### src/rtl/data_sram_bridge_pkg.sv
// Shared types for the data-side SRAM bridge: FSM state encoding and
// access-size codes carried on data_size / req_size.
// Imported by the bridge and its testbench.
package data_sram_bridge_pkg;

  typedef enum logic [1:0] {
    ST_IDLE = 2'd0,
    ST_REQ  = 2'd1,
    ST_WAIT = 2'd2,
    ST_DONE = 2'd3
  } bridge_state_t;

  localparam logic [2:0] SIZE_BYTE = 3'd0;
  localparam logic [2:0] SIZE_HALF = 3'd1;
  localparam logic [2:0] SIZE_WORD = 3'd2;

endpackage

### src/rtl/data_sram_bridge.sv
// Bridges memory-stage data accesses onto a valid/ready request bus with a response channel.
// Latency: 3 cycles mem_en-to-DONE minimum; +1 per req_ready-low cycle, +1 per cycle of response delay.
// Backpressure: stall freezes the pipeline until DONE; request payload is frozen until accepted.
module data_sram_bridge
  import data_sram_bridge_pkg::*;
(
  input  logic        clk,
  input  logic        rst,
  input  logic        mem_en,
  input  logic [3:0]  mem_wen,
  input  logic [31:0] mem_addr,
  input  logic [31:0] mem_wdata,
  input  logic [2:0]  data_size,
  output logic [31:0] mem_rdata,
  output logic        stall,
  output logic        req_valid,
  input  logic        req_ready,
  output logic        req_wr,
  output logic [31:0] req_addr,
  output logic [2:0]  req_size,
  output logic [3:0]  req_wstrb,
  output logic [31:0] req_wdata,
  input  logic        resp_valid,
  input  logic [31:0] resp_rdata
);

  bridge_state_t r_state;
  logic          r_req_valid;
  logic [3:0]    r_wen;
  logic [31:0]   r_addr;
  logic [31:0]   r_wdata;
  logic [2:0]    r_size;
  logic [31:0]   r_rdata;

  logic          w_accept;
  logic          w_is_store;

  assign w_accept   = r_req_valid & req_ready;
  assign w_is_store = |r_wen;

  // Access FSM: owns the latched payload, the request-valid flag and the load-data register.
  always_ff @(posedge clk or posedge rst) begin
    if (rst) begin
      r_state     <= ST_IDLE;
      r_req_valid <= 1'b0;
      r_wen       <= '0;
      r_addr      <= '0;
      r_wdata     <= '0;
      r_size      <= '0;
      r_rdata     <= '0;
    end else begin
      case (r_state)
        ST_IDLE: begin
          if (mem_en) begin
            // Snapshot the access so the bus payload cannot follow pipeline changes.
            r_wen       <= mem_wen;
            r_addr      <= mem_addr;
            r_wdata     <= mem_wdata;
            r_size      <= data_size;
            r_req_valid <= 1'b1;
            r_state     <= ST_REQ;
          end
        end
        ST_REQ: begin
          if (w_accept) begin
            r_req_valid <= 1'b0;
            r_state     <= ST_WAIT;
          end
        end
        ST_WAIT: begin
          if (resp_valid) begin
            // Stores also get a response, but it carries no data for the pipeline.
            if (!w_is_store) begin
              r_rdata <= resp_rdata;
            end
            r_state <= ST_DONE;
          end
        end
        ST_DONE: begin
          // One cycle with stall low lets the pipeline advance exactly once.
          r_state <= ST_IDLE;
        end
        default: begin
          r_req_valid <= 1'b0;
          r_state     <= ST_IDLE;
        end
      endcase
    end
  end

  // Stall covers the request cycle in IDLE so the pipeline never runs past an access.
  always_comb begin
    stall = 1'b0;
    case (r_state)
      ST_IDLE: stall = mem_en;
      ST_REQ:  stall = 1'b1;
      ST_WAIT: stall = 1'b1;
      default: stall = 1'b0;
    endcase
  end

  assign req_valid = r_req_valid;
  assign req_wr    = w_is_store;
  assign req_addr  = r_addr;
  assign req_size  = r_size;
  assign req_wstrb = r_wen;
  assign req_wdata = r_wdata;
  assign mem_rdata = r_rdata;

endmodule

### config.mk
export PLATFORM = sky130hd
export DESIGN_NAME = data_sram_bridge
export DESIGN_NICKNAME = d
export VERILOG_FILES = /design/src/rtl/data_sram_bridge_pkg.sv /design/src/rtl/data_sram_bridge.sv
export SDC_FILE = /design/constraint.sdc
export NUM_CORES = 1
export LEC_CHECK = 0
export ABC_AREA = 0
export CORE_ASPECT_RATIO = 0.5
export CORE_MARGIN = 5
export CORE_UTILIZATION = 36
export CTS_BUF_LIST = sky130_fd_sc_hd__clkbuf_4 sky130_fd_sc_hd__clkbuf_8
export CTS_CLUSTER_SIZE = 28
export DETAILED_ROUTE_END_ITERATION = 12
export PLACE_DENSITY = 0.78
export SETUP_SLACK_MARGIN = 0.4
export SLEW_MARGIN = 15
export SYNTH_ARGS = -nofsm -noshare
export SYNTH_HDL_FRONTEND = slang
export SYNTH_SLANG_ARGS = --single-unit
export TNS_END_PERCENT = 30
### constraint.sdc
create_clock -name clk -period 8.2 [get_ports clk]
set_clock_uncertainty 0.05 [all_clocks]
set_input_delay 1.23 -clock clk [delete_from_list [all_inputs] [get_ports clk]]
set_output_delay 1.23 -clock clk [all_outputs]
set_load 0.02 [all_outputs]
==> metrics.md <==
| Metric | Value |
|---|---|
| Clock period minus final worst setup slack | `around 3.9 ns` |
| Hold bufs inserted after CTS | `0` |
| Startpoint class of the critical path | `primary input` |
| First-pass iteration count of the detailed router | `4` |
| Crit share post-route | `47.1%` |
| CTS clock-pin slew for the worst setup and hold paths | `0.09 ns` |
| Number of sinks handled by clock tree synthesis | `106` |
| GR met1 Demand/Resource | `16.7%` |
| Number of synthesis warnings | `0` |
| Static leakage | `around 2.8 nW` |
| Data required time of the critical path | `6.92 ns` |
| Setup repair after global routing missed its margin | `false` |
| Commonest register cell after synthesis | `sky130_fd_sc_hd__dfrtp_1` |
| Layer with the highest usage after global routing | `met2` |
| Cells after Synth | `~240` |
| Setup tns final | `0 ns` |
| Cell area after synthesis | `about 4200 um^2` |
| Synth cell count leaders | `sky130_fd_sc_hd__dfrtp_1 (106), sky130_fd_sc_hd__mux2_2 (74), sky130_fd_sc_hd__mux2_4 (30)` |
| Number of buffers inserted during clock tree synthesis | `9` |
| Hold crit path type | `flop to flop` |
| N_diodes | `0` |
| Maximum number of pins on one net before global-route repair | `85` |
| H-tree depth reported by CTS | `3` |
| Sequential-to-total area share from yosys stat | `about 63%` |
| DRC violation total after the first TritonRoute iteration | `80` |
| Pwr dens | `394 nW/um^2` |
| Setup Fix Bufs, Post-CTS | `0` |
| M3 GR Usage | `4.13%` |
| Count of maximum capacitance violations | `0` |
| Effective utilization at floorplan | `roughly 38%` |
| Crit path kind | `primary input to primary output` |
| Maximum VDD drop | `0.000141 V` |
| Total number of vias | `roughly 2800` |
| Clock latency of the later-clocked register in the worst-skew pair | `0.37 ns` |
| Overflow left after global routing | `0` |
| Number of fillers in the final layout | `925` |
| Synth area leaders | `sky130_fd_sc_hd__dfrtp_1 (63%), sky130_fd_sc_hd__mux2_2 (20%), sky130_fd_sc_hd__mux2_4 (11%)` |
| Final HPWL from detailed placement | `about 8400 um` |
| Via density | `4.53` |
| Hold Vio Cnt, Final | `0` |
| Fmax | `roughly 0.26 GHz` |
| Die span in x | `163 um` |
| TritonCTS clock tree | `done` |
| Library cell with the highest instance count after synthesis | `sky130_fd_sc_hd__dfrtp_1` |
| Initial antenna violation count | `0` |
| Peak fanout along the critical path | `5` |
| Buffer cell driving the clock tree root | `sky130_fd_sc_hd__clkbuf_8` |
| Final Slew Violations | `0` |
| Top Ports | `214` |
| Top cell type by total area after synthesis | `sky130_fd_sc_hd__dfrtp_1` |
| Nets in the synthesized netlist | `357` |
| Number of synthesized flops with an enable pin | `0` |
| Number of gates resized after CTS | `0` |
| Slew at the pin with the worst max-slew slack | `between 0.7 and 0.8 ns` |
| Area of the placeable core | `11200 um^2` |
| Vertical extent of the die | `around 86 um` |
| Global Route met2 Usage | `31.2%` |
| Final WL | `11200 um` |
| Post-route ant nets | `0` |
| Post-placement cell area | `6470 um^2` |
| WP data arrival | `2.58 ns` |
| Distinct cell type count of the synthesized netlist | `18` |
| Final Wtd Congestion | `0.746` |
| Die Outline Area | `14100 um^2` |
| Total GRT Usage | `around 16%` |
| Maximum clock path buffer count | `2` |
| Synth async-reset ratio | `100%` |
| Final net count | `573` |
| Synthesized area per cell | `17.3 um^2` |
| Total of endpoints with negative setup slack in the final report | `0` |
| Vias in the first global route | `3052` |
| Wire length of the first global-routing pass | `between 15000 and 20000 um` |
| Number of buffers inserted by port buffering | `between 200 and 250` |
| Layout cell share with drive strength beyond 1 | `between 20% and 30%` |
| Max_slew headroom | `48.6%` |
| Number of remaining DRC errors | `0` |
| Outcome | `completed` |
| WL/cell | `17.9 um` |
| Post-synthesis to final-layout area growth | `57.6%` |
| Element type at the critical path end | `primary output` |
| Rows | `27` |
| Total power | `2.61 mW` |
| Area fraction of the dominant cell type after synthesis | `~63%` |
| #FFs+latches synth | `around 110` |
| Design area | `6640 um^2` |
-- report_power, final --
group	internal [mW]	switching (mW)	total [mW]
clock network	0.111	0.177	0.288
logic	0.776	0.630	1.41
registers	0.784	0.137	0.921
-- cells by family (layout without fill, tap and decap cells) --
group	Yosys count	after routing	share of synthesized area, %
flip-flops	106	106	63.0
multiplexers	104	104	30.5
buffers and inverters	16	236	2.70
AO/OA/AOI/OAI	7	7	1.25
AND/OR/NAND/NOR	6	6	1.10
adder cells (fa/ha/maj)	5	5	1.49
-- final cells by class --
| type | instances | area, um^2 | share of cell area, % |
|---|---|---|---|
| timing repair buffer | 215 | 2150 | 32.4 |
| clock inverter | 5 | 32.5 | 0.490 |
| inverter | 6 | 25.0 | 0.377 |
| tap | 159 | 199 | 3.00 |
| sequential | 106 | 2650 | 40.0 |
| multi-input combinational | 122 | 1450 | 21.8 |
| clock buffer | 10 | 131 | 1.98 |
-- layer usage --
layer | vias up | share of wire (%)
met5 | - | 0
met1 | 1447 | 35
met4 | 0 | 3.0
met2 | 67 | 58
met3 | 24 | 4.1
li1 | 1283 | -
-- worst max-delay path: stages --
cell and delay [ns]:
sky130_fd_sc_hd__clkdlybuf4s50_1 0.56, sky130_fd_sc_hd__a21oi_1 0.09, sky130_fd_sc_hd__nor2_1 0.09, sky130_fd_sc_hd__clkdlybuf4s50_1 0.61
-- per-stage QoR --
stage	utilization [%]	worst slack [ns]	std cells	hold WS [ns]
3_5_place_dp	57.7	4.34	608	0.442
6_report	59.2	4.34	623	0.459
2_1_floorplan	-	4.13	244	0.478
5_1_grt	59.2	4.27	623	0.479
3_3_place_gp	57.7	4.35	608	0.437
4_1_cts	59.2	4.34	623	0.464
-- path summary, 6_finish.rpt --
kind                                                from                        end  slack (ns)  cells past startpoint
worst min register to register  req_addr[22]$_DFFE_PP0P_   req_addr[22]$_DFFE_PP0P_        0.46                      1
min in group asynchronous                            rst  mem_rdata[13]$_DFFE_PP0P_        1.11                      2
worst max register to register    r_state[0]$_DFFE_PP0P_   req_addr[18]$_DFFE_PP0P_        5.67                      5
worst max-delay path                              mem_en                      stall        4.34                      4
worst min-delay path            req_addr[22]$_DFFE_PP0P_   req_addr[22]$_DFFE_PP0P_        0.46                      1
max in group asynchronous                            rst  req_wdata[30]$_DFFE_PP0P_        5.94                      3
-- state kept, by name, summed over array words and instances (netlist names) --
register,flops
mem_rdata,32
req_addr,32
req_wdata,32
req_wstrb,4
req_size,3
r_state,2
req_valid,1
-- cells in the final DEF, fill, tap and decap left out, drive strengths merged --
cell type / n
or4: 1
a222oi: 1
clkinv: 2
o32a: 1
nand2: 3
clkbuf: 10
nor2: 2
mux2: 104
o21ai: 1
o2bb2ai: 1
ha: 5
inv: 6
clkdlybuf4s50: 213
dfrtp: 106
a21oi: 2
a22o: 1
clkinvlp: 3
buf: 2
Power figures use the tool's default switching activity.
